[config.mk]
export PLATFORM = sky130hd
export DESIGN_NAME = dense_layer_sequencer
export DESIGN_NICKNAME = d
export VERILOG_FILES = /design/src/rtl/dense_pkg.sv /design/src/rtl/dense_mac_acc.sv /design/src/rtl/dense_layer_sequencer.sv
export SDC_FILE = /design/constraint.sdc
export NUM_CORES = 1
export LEC_CHECK = 0
export ABC_AREA = 1
export CAP_MARGIN = 5
export CORE_ASPECT_RATIO = 0.6
export CORE_MARGIN = 5
export CORE_UTILIZATION = 25
export CTS_CLUSTER_DIAMETER = 50
export CTS_CLUSTER_SIZE = 10
export DETAILED_ROUTE_END_ITERATION = 8
export GPL_ROUTABILITY_DRIVEN = 0
export PLACE_DENSITY = 0.44
export SYNTH_ARGS = -nofsm -noshare
export SYNTH_HDL_FRONTEND = slang
export SYNTH_SLANG_ARGS = --single-unit
[constraint.sdc]
create_clock -name clk -period 2.21 [get_ports clk]
set_input_delay 0.221 -clock clk [delete_from_list [all_inputs] [get_ports clk]]
set_output_delay 0.221 -clock clk [all_outputs]
set_load 0.1 [all_outputs]
[src/rtl/dense_pkg.sv]
`default_nettype none
// ============================================================================
//  Module   : dense_pkg
//  Brief    : Shared constants, FSM state encoding and configuration record
//             for the dense-layer sequencer and its MAC datapath.
//  Revision : 1.0 - initial release
// ============================================================================
package dense_pkg;

   localparam int MAX_IN  = 42;  // maximum inputs per layer
   localparam int MAX_NEU = 24;  // maximum neurons per layer
   localparam int DW      = 16;  // data width, signed Q8.8
   localparam int WW      = 8;   // weight/bias width, signed int8 (code/256)
   localparam int ACCW    = 32;  // accumulator width
   localparam int WAW     = 10;  // weight address width
   localparam int FRAC    = 8;   // weight scale shift (1/256)

   typedef enum logic [2:0] {
      IDLE  = 3'd0,
      BIAS  = 3'd1,
      MAC   = 3'd2,
      WRITE = 3'd3,
      DONE  = 3'd4
   } dense_state_t;

   typedef struct packed {
      logic [5:0] nb_input;
      logic [4:0] nb_neurons;
      logic [4:0] stride;
   } dense_cfg_t;

   // A layer is runnable when both dimensions are in range and the weight
   // rows are at least as wide as the neuron count (no row overlap).
   function automatic logic cfg_valid(input dense_cfg_t c);
      return (c.nb_input != 6'd0) && (c.nb_input <= 6'(MAX_IN)) &&
             (c.nb_neurons != 5'd0) && (c.nb_neurons <= 5'(MAX_NEU)) &&
             (c.stride >= c.nb_neurons);
   endfunction

endpackage
`default_nettype wire

[src/rtl/dense_mac_acc.sv]
`default_nettype none
// ============================================================================
//  Module   : dense_mac_acc
//  Brief    : Shared int8 x Q8.8 multiplier with bias-load/accumulate control
//             and Q8.8 result extraction (acc >>> FRAC).
//             Build option DENSE_SEQ_SAT_EN: saturate the result to the DW
//             range instead of two's-complement wrap.
//  Revision : 1.0 - initial release
// ============================================================================
module dense_mac_acc
   import dense_pkg::*;
(
   input  logic                 clk,
   input  logic                 rst_n,
   input  logic                 load_i,    // acc = (bias << FRAC) + w*x
   input  logic                 acc_en_i,  // acc = acc + w*x
   input  logic signed [WW-1:0] w_i,
   input  logic signed [DW-1:0] x_i,
   input  logic signed [WW-1:0] b_i,
   output logic        [DW-1:0] y_o
);

   localparam int PW = WW + DW;

   logic signed [PW-1:0]   prod;
   logic signed [ACCW-1:0] prod_ext;
   logic signed [ACCW-1:0] bias_ext;
   logic signed [ACCW-1:0] acc_q;
   logic signed [ACCW-1:0] acc_d;

   // Full-precision signed product; both operands sign-extended first.
   assign prod     = PW'(w_i) * PW'(x_i);
   assign prod_ext = ACCW'(prod);
   // Bias is int8 at scale 1/256, so it enters the accumulator pre-shifted.
   assign bias_ext = {{(ACCW-WW-FRAC){b_i[WW-1]}}, b_i, {FRAC{1'b0}}};

   // Next accumulator value: load starts a neuron, accumulate adds a term.
   always_comb begin
      acc_d = acc_q;
      if (load_i) begin
         acc_d = bias_ext + prod_ext;
      end else if (acc_en_i) begin
         acc_d = acc_q + prod_ext;
      end
   end

   // Accumulator register.
   always_ff @(posedge clk or negedge rst_n) begin
      if (!rst_n) begin
         acc_q <= '0;
      end else begin
         acc_q <= acc_d;
      end
   end

`ifdef DENSE_SEQ_SAT_EN
   logic [ACCW-FRAC-DW:0] top_bits;
   assign top_bits = acc_q[ACCW-1:FRAC+DW-1];

   // Clamp acc >>> FRAC to the signed DW range when the upper bits are not
   // a pure sign extension.
   always_comb begin
      y_o = acc_q[FRAC +: DW];
      if (!((&top_bits) || !(|top_bits))) begin
         y_o = acc_q[ACCW-1] ? {1'b1, {(DW-1){1'b0}}} : {1'b0, {(DW-1){1'b1}}};
      end
   end
`else
   // Low DW bits of acc >>> FRAC (two's-complement wrap).
   assign y_o = acc_q[FRAC +: DW];
`endif

endmodule
`default_nettype wire

[src/rtl/dense_layer_sequencer.sv]
`default_nettype none
// ============================================================================
//  Module   : dense_layer_sequencer
//  Brief    : Walks every neuron/input pair of one dense layer, issuing
//             weight/input/bias reads, driving the shared MAC and writing one
//             pre-activation result per neuron.
//             Build option DENSE_SEQ_SAT_EN: saturated result (see MAC).
//  Revision : 1.0 - initial release
// ============================================================================
module dense_layer_sequencer
   import dense_pkg::*;
(
   input  logic           clk,
   input  logic           rst_n,
   input  logic           start,
   input  logic [5:0]     cfg_nb_input,
   input  logic [4:0]     cfg_nb_neurons,
   input  logic [4:0]     cfg_stride,
   output logic           busy,
   output logic           done,
   output logic           cfg_err,
   output logic           w_rd,
   output logic [WAW-1:0] w_addr,
   input  logic [WW-1:0]  w_data,
   output logic           x_rd,
   output logic [5:0]     x_addr,
   input  logic [DW-1:0]  x_data,
   output logic           b_rd,
   output logic [4:0]     b_addr,
   input  logic [WW-1:0]  b_data,
   output logic           y_wr,
   output logic [4:0]     y_addr,
   output logic [DW-1:0]  y_data
);

   dense_state_t   state_q, state_d;
   dense_cfg_t     cfg_q, cfg_d;
   dense_cfg_t     cfg_in;
   logic [4:0]     n_q, n_d;       // current neuron
   logic [5:0]     k_q, k_d;       // input index whose data is arriving
   logic [WAW-1:0] wa_q, wa_d;     // next weight address, stepped by stride
   logic           cfg_err_q, cfg_err_d;
   logic           mac_load, mac_acc;

   assign cfg_in = '{nb_input: cfg_nb_input, nb_neurons: cfg_nb_neurons,
                     stride: cfg_stride};

   // State, latched configuration, counters and the error pulse.
   always_ff @(posedge clk or negedge rst_n) begin
      if (!rst_n) begin
         state_q   <= IDLE;
         cfg_q     <= '0;
         n_q       <= '0;
         k_q       <= '0;
         wa_q      <= '0;
         cfg_err_q <= 1'b0;
      end else begin
         state_q   <= state_d;
         cfg_q     <= cfg_d;
         n_q       <= n_d;
         k_q       <= k_d;
         wa_q      <= wa_d;
         cfg_err_q <= cfg_err_d;
      end
   end

   // Next-state, counter updates and the state-exclusive strobes/addresses.
   always_comb begin
      state_d   = state_q;
      cfg_d     = cfg_q;
      n_d       = n_q;
      k_d       = k_q;
      wa_d      = wa_q;
      cfg_err_d = 1'b0;
      mac_load  = 1'b0;
      mac_acc   = 1'b0;
      done      = 1'b0;
      w_rd      = 1'b0;
      w_addr    = '0;
      x_rd      = 1'b0;
      x_addr    = '0;
      b_rd      = 1'b0;
      b_addr    = '0;
      y_wr      = 1'b0;
      y_addr    = '0;
      unique case (state_q)
         IDLE: begin
            if (start) begin
               if (cfg_valid(cfg_in)) begin
                  cfg_d   = cfg_in;
                  n_d     = '0;
                  state_d = BIAS;
               end else begin
                  cfg_err_d = 1'b1;
               end
            end
         end
         BIAS: begin
            b_rd    = 1'b1;
            b_addr  = n_q;
            w_rd    = 1'b1;
            x_rd    = 1'b1;
            w_addr  = WAW'(n_q);
            wa_d    = WAW'(n_q) + WAW'(cfg_q.stride);
            k_d     = '0;
            state_d = MAC;
         end
         MAC: begin
            mac_load = (k_q == 6'd0);
            mac_acc  = (k_q != 6'd0);
            if (k_q != cfg_q.nb_input - 6'd1) begin
               w_rd   = 1'b1;
               x_rd   = 1'b1;
               w_addr = wa_q;
               x_addr = k_q + 6'd1;
               wa_d   = wa_q + WAW'(cfg_q.stride);
               k_d    = k_q + 6'd1;
            end else begin
               state_d = WRITE;
            end
         end
         WRITE: begin
            y_wr   = 1'b1;
            y_addr = n_q;
            if (n_q == cfg_q.nb_neurons - 5'd1) begin
               state_d = DONE;
            end else begin
               n_d     = n_q + 5'd1;
               state_d = BIAS;
            end
         end
         DONE: begin
            done    = 1'b1;
            state_d = IDLE;
         end
         default: state_d = IDLE;
      endcase
   end

   assign busy    = (state_q != IDLE);
   assign cfg_err = cfg_err_q;

   dense_mac_acc u_mac (
      .clk      (clk),
      .rst_n    (rst_n),
      .load_i   (mac_load),
      .acc_en_i (mac_acc),
      .w_i      (w_data),
      .x_i      (x_data),
      .b_i      (b_data),
      .y_o      (y_data)
   );

endmodule
`default_nettype wire

After elaboration in Yosys (flattened, before gate mapping)
Cells that the tools add are included.
W data, S select, Z words.
{"block": "op_classes", "n_eq_ne": 11, "order_cmp": 3, "bitwise_logic": 0, "n_shift": 0, "div_mod_pow": 0, "n_mul": 1, "n_mux": 31, "addsub": 8, "n_reduce_logical": 17}
{"operator": "$mux W32", "n": 2}
{"operator": "$pmux W10 S2", "n": 2}
{"operator": "$add A32 B24 Y32", "n": 1}
{"operator": "$add A16 B24 Y25", "n": 1}
{"operator": "$mux W5", "n": 5}
{"operator": "$mul A8 B16 Y24", "n": 1}
{"operator": "$mux W10", "n": 2}
{"operator": "$mux W6", "n": 3}
{"operator": "$mux W3", "n": 4}
{"operator": "$pmux W3 S4", "n": 1}
{"operator": "$pmux W6 S2", "n": 1}
{"operator": "$reduce_bool A6 Y1", "n": 2}
{"operator": "$add A10 B5 Y10", "n": 1}
{"operator": "$ne A2 B2 Y1 const B", "n": 5}
{"operator": "$pmux W5 S2", "n": 1}
{"operator": "$mux W1", "n": 9}
{"operator": "$add A5 B5 Y6", "n": 1}
{"operator": "$add A6 B1 Y6 const B", "n": 1}
{"operator": "$eq A3 B2 Y1 const B", "n": 2}
{"operator": "$le A6 B6 Y1 const B", "n": 1}
{"operator": "$logic_not A6 Y1", "n": 1}
{"operator": "$ne A6 B6 Y1", "n": 1}
{"operator": "$reduce_and A3 Y1", "n": 2}
{"operator": "$reduce_bool A2 Y1", "n": 3}
{"operator": "other kinds (15)", "n": 18}
{"block": "word_totals", "latchBits": 0, "ff_bits": 73, "mem_bits_ro": 0, "mem_count": 0, "word_cells": 80, "input_bits": 51, "ram_bits": 0}

Depth between registers and ports, before layout
Gate-level depths: netlist of the first run.
{"block": "logic_depth", "depth_word": 8, "depth_mapped": 35, "ltp_nobuf": 33}

Cells and area by module
From an unflattened synthesis of the first run, not the netlist that was laid out.
{"block": "unflattened", "cells_unflattened": 1682, "area_unflattened_um2": 11517.3}
{"module": "dense_mac_acc", "cells_each": 1221, "n_inst": 1, "area_per_inst_um2": 8384.3}
{"module": "dense_layer_sequencer", "cells_each": 461, "n_inst": 1, "area_per_inst_um2": 3133.0}

Least setup slack after synthesis of the first run
No wires, ideal clock.
{"block": "synth_path", "kind": "input to register", "from": "input w_data[6]", "to": "register u_mac.acc_q[23]", "setup_ns": 0.066, "t_arrival_ns": 5.629, "path_buffers": 2, "cell_stages": 33, "setup_slack_ns": -3.485, "path_cell_list": "clkbuf_1 -> clkbuf_1 -> nand2_1 -> fa_1 -> fa_1 -> inv_1 -> fa_1 -> inv_1 -> fa_1 -> inv_1 -> ha_1 -> nand2_1 -> inv_1 -> a21oi_1 -> o21ai_2 -> a21oi_1 -> o21ai_1 -> nand2_1 -> nand2_1 -> xor2_1 -> ha_1 -> nand2_1 -> nor2_1 -> nand2_1 -> nor4_1 -> nand2_1 -> nand3_1 -> inv_1 -> nand3_1 -> nand3_1 -> nand2_1 -> nand2_1 -> nand2_1"}
{"block": "synth_via", "elab_chain_len": 4}
{"item": "from (decl)", "line_no": "dense_layer_sequencer.sv:24", "source": "input logic [WW-1:0] w_data,"}
{"item": "$mul A8 B16 Y24 (*)", "line_no": "dense_mac_acc.sv:32", "source": "assign prod = PW'(w_i) * PW'(x_i);"}
{"item": "$add A32 B24 Y32", "line_no": "dense_mac_acc.sv:43", "source": "acc_d = acc_q + prod_ext;"}
{"item": "$mux W32", "line_no": "dense_mac_acc.sv:42", "source": "end else if (acc_en_i) begin"}
{"item": "$mux W32 (*)", "line_no": "dense_mac_acc.sv:40", "source": "if (load_i) begin"}
{"item": "to (signal assigned)", "line_no": "dense_mac_acc.sv:50", "source": "acc_q <= '0;"}
{"item": "to (signal assigned)", "line_no": "dense_mac_acc.sv:52", "source": "acc_q <= acc_d;"}
{"item": "to (decl)", "line_no": "dense_mac_acc.sv:28", "source": "logic signed [ACCW-1:0] acc_q;"}
Mark *: on every way between the ends. The rest lies on a longest branch, timed or not. The select of a mux whose other input is x is not followed.
A chain may end at the register's enable or synchronous reset.

Worst setup path in the final report of the first run
{"block": "layout_path", "from": "input w_data[7]", "to": "register u_mac.acc_q[20]"}
Same word-level chain as after synthesis.

==> out/metrics.cfg, run 1 <==
[global_routing]
grt_pass1_vias = 11900
grt_pass1_wl_mm = 65.2
grt_max_degree = 40
grt.total_usage_pct = 16.4
met3_usage_pct = 3.26
use_met2_pct = 23.9
antenna_found_initial = 0
grt_util_met1_pct = 25.4
grt_overflow = 0
grt_busiest_layer = met1

[finish]
synthToLayoutAreaGrowth_pct = 67.5
fillCellCount = 4494
final_cell_mix = 318 x inv_1, 302 x nand2_1, 290 x buf_4
fin_nets = 2278
multiInputGateArea_um2 = 10300
seq_area_um2 = 1630
antenna_cells = 0
drive_gt1_share_pct = 42.6
mostFrequentLayoutCell = inv_1
final_cells = 2606

[worst_setup_path]
cp_max_fo = 8
reg2reg_depth = 10
cp_slowest_cell = fa_1
critPathRequiredTime_ps = 2440
max_stage_delay_ps = 530
crit_top_cell = fa_1
crit_arrival_ps = 5570
end_kind = register
startpoint_type = input pin
crit_type = input pin to register

[route]
drc = 0
wirelength_mm = 40.6
via_count = 11400
wl_per_cell_um = 15.6
viasPerCell = 4.39
drtIter0Drc = 631
drtPass1Iterations = 5
drtAntennaViolNets = 0

[timing]
max_slew_margin_pct = 70.6
slew_violations = 0
final.setup.tns_ps = -55080
fin_ws_ps = -3130
fmaxAchievable_mhz = 187
hold_viol = 0
tightest_slew_ps = 440
fin_skew_ps = 5.17
fin_crit_ps = 5340
rsz0062_at_grt = true
setup_viol = 39
min_period_over_period_pct = 242

[clocking]
clk_pin_slew_ps = 60
cts_tree = yes
root_buffer = clkbuf_16
clk_latency_ps = 340
clk_path_buf_depth = 2
cts_buffers = 9
htreeDepth = 3
cts_sinks = 65

[placement]
dp_cells = 2504
post-dp-hpwl_mm = 32.3
port_buffers = 99

[run_status]
status = complete, but fails checks
violations = negative setup slack

[logic_synthesis]
synth.cell_area_um2 = 11300
synth-compound-area-share_pct = 12.1
synth_area_per_cell_um2 = 6.99
synthFlopType = dfrtp_1
synth_nets = 1877
synthAdderAreaFrac_pct = 30.9
synthSimpleGateAreaFrac_pct = 22.9
yosys_warnings = 0
synth_seq_cells = 65
ys_types = 53
synth_xor_area_share_pct = 3.81
seq_area_frac_synth_pct = 14.4
synth_top_family_by_area = adder cells
syn_inst = 1612
synth_edf_count = 0
synthArstFlopShare_pct = 100
muxShareOfSynthArea_pct = 0

[hold_path]
hp-class = input pin to asynchronous set/reset pin

[floorplan]
die_w_um = 284
die_h_um = 174
initial_core_util_pct = 25.2
core_area_um2 = 44700
rows = 60
ios = 100
dieArea_um2 = 49500

[flow_run]
max_cap_viol_count = 0

## cell usage after synthesis (17+ instances only)
| library cell | instances | area (um^2) |
|---|---|---|
| xor2_1 | 32 | 280 |
| inv_1 | 372 | 1400 |
| xnor2_1 | 17 | 149 |
| nand2_1 | 372 | 1400 |
| dfrtp_1 | 65 | 1630 |
| o21ai_0 | 54 | 270 |
| nor2_1 | 102 | 383 |
| buf_4 | 19 | 143 |
| fa_1 | 107 | 2140 |
| ha_1 | 107 | 1340 |
| o21ai_1 | 19 | 95.1 |
| nand3_1 | 72 | 360 |
| clkbuf_1 | 36 | 135 |
| a21oi_1 | 81 | 405 |
## worst max-delay path, delay by kind of cell
| kind | cells | cell delay [ps] |
|---|---|---|
| AO/OA/AOI/OAI | 7 | 760 |
| adder cells (fa/ha/maj) | 6 | 2510 |
| XOR/XNOR | 1 | 160 |
| buffers and inverters | 12 | 1230 |
| AND/OR/NAND/NOR | 5 | 660 |
## registers in the layout (all words and copies together), names as in the netlist
register / cells
cfg_err: 1
cfg_q: 16
k_q: 6
wa_q: 10
state_q: 3
n_q: 5
u_mac.acc_q: 24
## routing by layer
metal  vias up  share of wire (%)
met4         0               0.73
met5         -                  0
li1       5753                  -
met1      5499                 54
met2       170                 41
met3        23                5.1
## layout make-up
class	count	share of cell area, %
clock buffer	12	1.36
timing repair buffer	457	23.5
multi-input combinational	1100	54.7
clock inverter	3	0.212
sequential	65	8.63
tap	589	3.91
inverter	380	7.69
## metrics by stage
| step | hold slack (ps) | utilization [%] | setup slack [ps] | instance area, um^2 |
|---|---|---|---|---|
| after floorplan | -74.6 | - | -2910 | 12100 |
| after global placement | 192 | 34.9 | -4610 | 15600 |
| after detailed placement | 190 | 34.9 | -4530 | 15600 |
| after CTS | 374 | 40.9 | -3100 | 18300 |
| after global routing | 392 | 42.2 | -3330 | 18900 |
| final | 359 | 42.2 | -3130 | 18900 |
## path summary, 6_finish.rpt
kind	startpoint	end	slack (ps)
max in group asynchronous	rst_n	state_q[1]$_DFFE_PN0P_	1260
hold reg to reg	wa_q[9]$_DFFE_PN0P_	wa_q[9]$_DFFE_PN0P_	510
hold / removal	rst_n	wa_q[6]$_DFFE_PN0P_	360
setup / recovery	w_data[7]	u_mac.acc_q[20]$_DFFE_PN0P_	-3130
setup reg to reg	u_mac.acc_q[0]$_DFFE_PN0P_	u_mac.acc_q[12]$_DFFE_PN0P_	-20
min in group clk	start	cfg_err$_DFF_PN0_	470
## cells by family (layout without fill, tap and decap cells)
| kind of cell | Yosys count | in the layout |
|---|---|---|
| simple gates | 609 | 609 |
| xor+xnor | 49 | 49 |
| fa+ha+maj | 214 | 214 |
| compound gates | 228 | 228 |
| flops | 65 | 65 |
| buf+inv | 447 | 852 |
## timing repair
action | 4_1_cts | 5_1_grt
gates cloned | 3 | 1
setup endpoints to repair | 41 | 65
endpoints found under the hold margin | 26 | 0
hold buffers | 1 | 0
buffers inserted | 64 | 28
resized for setup | 461 | 105
pin swaps | 184 | 73
Power of run 1 is left out: the tool's default activity adds up to more than one toggle a clock period on the data nets, which glitch-free logic cannot reach.
==> run 2: changes to the inputs <==
- ABC_AREA: 1 -> 0
==> run 2 against run 1 <==
  * The flow still finishes with violations (negative setup slack)
  * Critical endpoint is now u_mac.acc_q[23]$_DFFE_PN0P_
  * Final cell count shrank 20%
  * Die area shrank 8.8%
  * Non-clock buffer count shrank 68
  * Register-to-register slack lost 1000 ps
  * Sequential share of layout area grew 1.4 points
  * Cell area shrank 14%
  * Synthesized area shrank 9.2%
  * Maximum frequency shrank 8.4%
  * Clock skew grew 8.2 ps
  * Hold slack lost 130 ps
  * Global-route usage shrank 2.2 points
  * Flip-flop and latch count is the same
==> out/metrics.cfg, run 2 <==
[run_status]
status = complete, but fails checks  ; unchanged
violations = negative setup slack  ; unchanged

[global_routing]
grt_pass1_wl_mm = 51.6  ; was 65.2 mm
grt_max_degree = 40  ; unchanged
grt_overflow = 0  ; unchanged
grt_pass1_vias = 9301  ; was 11,900
grt.total_usage_pct = 14.2  ; was 16.4%
antenna_found_initial = 0  ; unchanged

[worst_setup_path]
reg2reg_depth = 11  ; was 10
startpoint_type = input pin  ; unchanged
endpoint = u_mac.acc_q[23]$_DFFE_PN0P_  ; was u_mac.acc_q[20]$_DFFE_PN0P_
critical_path.startpoint = w_data[2]  ; was w_data[7]
reg2reg_slack_ps = -1050  ; was -20 ps
end_kind = register  ; unchanged
crit_type = input pin to register  ; unchanged
timing.rr.start = u_mac.acc_q[0]$_DFFE_PN0P_  ; unchanged
cp_max_fo = 4  ; was 8
critPathRequiredTime_ps = 2440  ; about the same
crit_arrival_ps = 6060  ; was 5570 ps
r2r-end = u_mac.acc_q[20]$_DFFE_PN0P_  ; was u_mac.acc_q[12]$_DFFE_PN0P_

[hold_path]
hp-class = input pin to register  ; was input pin to asynchronous set/reset pin
holdCritStartpoint = cfg_nb_neurons[1]

[finish]
synthToLayoutAreaGrowth_pct = 58.3  ; was 67.5%
fin_nets = 1811  ; was 2,278
regMostFlops = u_mac.acc_q  ; unchanged
mostFrequentLayoutCell = buf_4  ; was inv_1
final_cell_mix = 251 x buf_4, 159 x inv_1, 102 x fa_1  ; was 318 x inv_1, 302 x nand2_1, 290 x buf_4
top_regs = u_mac.acc_q (24), cfg_q (16), wa_q (10)  ; unchanged
drive_gt1_share_pct = 41.2  ; was 42.6%
largest_reg_flops = 24  ; unchanged
design_area_um2 = 16200  ; was 18,900 um^2
fillCellCount = 4045  ; was 4,494
antenna_cells = 0  ; unchanged

[timing]
hold_viol = 0  ; unchanged
max_slew_margin_pct = 59.3  ; was 70.6%
slew_violations = 0  ; unchanged
fmaxAchievable_mhz = 172  ; was 187 MHz
tightest_slew_ps = 609  ; was 440 ps
fin_ws_ps = -3620  ; was -3130 ps
setup_viol = 40  ; was 39
min_period_over_period_pct = 264  ; was 242%
fin_crit_ps = 5830  ; was 5340 ps
rsz0062_at_grt = true  ; unchanged
fin_skew_ps = 13.3  ; was 5.17 ps

[clocking]
clk_latency_ps = 350  ; was 340 ps
clk_pin_slew_ps = 70  ; was 60 ps
root_buffer = clkbuf_16  ; unchanged
cts_tree = yes  ; unchanged
cts_sinks = 65  ; unchanged
htreeDepth = 3  ; unchanged
clk_path_buf_depth = 2  ; unchanged
cts_buffers = 9  ; unchanged

[logic_synthesis]
synthTopCellsByCount = 183 x inv_1, 111 x and2_1, 107 x fa_1, 107 x ha_1, 79 x nand2_1  ; was 372 x inv_1, 372 x nand2_1, 107 x fa_1, 107 x ha_1, 102 x nor2_1
synth.cell_area_um2 = 10200  ; was 11,300 um^2
yosysTopAreaCellShare_pct = 20.9  ; was 19.0%
ys_types = 65  ; was 53
syn_inst = 1192  ; was 1,612
synthFlopType = dfrtp_1  ; unchanged
synth_most_common_cell = inv_1
synthArstFlopShare_pct = 100  ; unchanged
seq_area_frac_synth_pct = 15.9  ; was 14.4%
synth_seq_cells = 65  ; unchanged
synth_area_per_cell_um2 = 8.58  ; was 6.99 um^2
yosys_warnings = 0  ; unchanged
synth_edf_count = 0  ; unchanged
synth_nets = 1457  ; was 1,877
yosysTopAreaCell = fa_1  ; unchanged
synth.area.top_cells = fa_1 21%, dfrtp_1 16%, ha_1 13%, and2_1 6.8%, inv_1 6.7%  ; was fa_1 19%, dfrtp_1 14%, inv_1 12%, nand2_1 12%, ha_1 12%

[route]
drtIter0Drc = 419  ; was 631
viasPerCell = 4.43  ; was 4.39
drtAntennaViolNets = 0  ; unchanged
wl_per_cell_um = 15.7  ; was 15.6 um
drtPass1Iterations = 5  ; unchanged
wirelength_mm = 32.6  ; was 40.6 mm
drc = 0  ; unchanged
via_count = 9230  ; was 11,400

[floorplan]
rows = 57  ; was 60
die_w_um = 271  ; was 284 um
core_area_um2 = 40400  ; was 44,700 um^2
die_h_um = 167  ; was 174 um
initial_core_util_pct = 25.3  ; was 25.2%
dieArea_um2 = 45200  ; was 49,500 um^2
ios = 100  ; unchanged

[placement]
post-dp-hpwl_mm = 26.0  ; was 32.3 mm
port_buffers = 99  ; unchanged
place_area_um2 = 14100  ; was 15,600 um^2

[flow_run]
max_cap_viol_count = 0  ; unchanged

run 2: cell types whose count changed after synthesis, moves of 12 or more:
| cell | change |
|---|---|
| nand2_1 | -293 |
| inv_1 | -189 |
| and2_1 | +108 |
| nand3_1 | -51 |
| xnor2_1 | +44 |
| nor2_1 | -31 |
| a21o_1 | +22 |
| nand2b_1 | +18 |
| o21ai_1 | -14 |
| clkbuf_1 | -13 |
| mux2_2 | +12 |
run 2: how the worst min path moves through the flow:
stage                                      end  depth (start not counted)
global route              cfg_q[0]$_DFFE_PN0P_                          3
global placement    u_mac.acc_q[4]$_DFFE_PN0P_                          1
finish                    cfg_q[6]$_DFFE_PN0P_                          4
floorplan                    cfg_err$_DFF_PN0_                          0
CTS                 u_mac.acc_q[4]$_DFFE_PN0P_                          2
detailed placement  u_mac.acc_q[5]$_DFFE_PN0P_                          1
run 2: metal layers:
layer	wire length (um)	vias up	global-route usage (%)
met5	0	-	0
met4	238	0	1.82
met3	1580	17	3.55
met2	13400	115	19.8
met1	17400	4500	22.3
li1	-	4598	-
run 2: critical path: stages:
cell	delay, ps
buf_12	110
buf_12	120
buf_12	120
and2_4	130
fa_1	500
fa_1	430
fa_1	500
inv_2	40
fa_1	540
inv_2	40
ha_4	240
a21oi_4	150
o21ai_4	90
o31ai_4	270
nor2_1	90
o21a_1	180
o31a_1	320
buf_6	150
ha_4	270
nand4_1	100
a21oi_2	190
o21ai_4	100
o31ai_4	270
nand3_1	110
a32oi_1	240
xnor3_1	260
mux2i_1	150
o211ai_1	90
run 2: cell families after synthesis:
group | synth area share, %
fa+ha+maj | 34.0
mux | 1.61
simple gates | 18.1
flops | 15.9
xor+xnor | 7.76
buf+inv | 9.09
compound gates | 13.5
run 2: cell type report:
cell class	count	area (um^2)	area share (%)
tap	531	664	4.10
inverter	183	693	4.28
clock inverter	7	85.1	0.525
timing repair buffer	389	3750	23.2
multi-input combinational	898	9150	56.5
clock buffer	9	225	1.39
sequential	65	1630	10.0
run 2: through the flow:
stage / instances / setup WS [ps] / hold slack, ps / util (%) / TNS (ps)
2_1_floorplan: 1192 / -3480 / -74.6 / - / -50270
3_3_place_gp: 2015 / -4350 / 177 / 35.0 / -80390
3_5_place_dp: 2015 / -4560 / 179 / 35.0 / -81340
4_1_cts: 2065 / -3550 / 357 / 38.3 / -59440
5_1_grt: 2082 / -3830 / 239 / 40.1 / -63040
6_report: 2082 / -3620 / 229 / 40.1 / -56630
run 2: timing repair:
| action | 4_1_cts | 5_1_grt |
|---|---|---|
| hold endpoints to repair | 21 | 0 |
| gates resized for setup | 251 | 143 |
| gates cloned | 2 | 2 |
| pin swaps | 116 | 136 |
| endpoints found under the setup margin | 62 | 77 |
| setup buffers | 32 | 21 |
| hold buffers | 1 | 0 |
Power of run 2 is left out for the same reason.
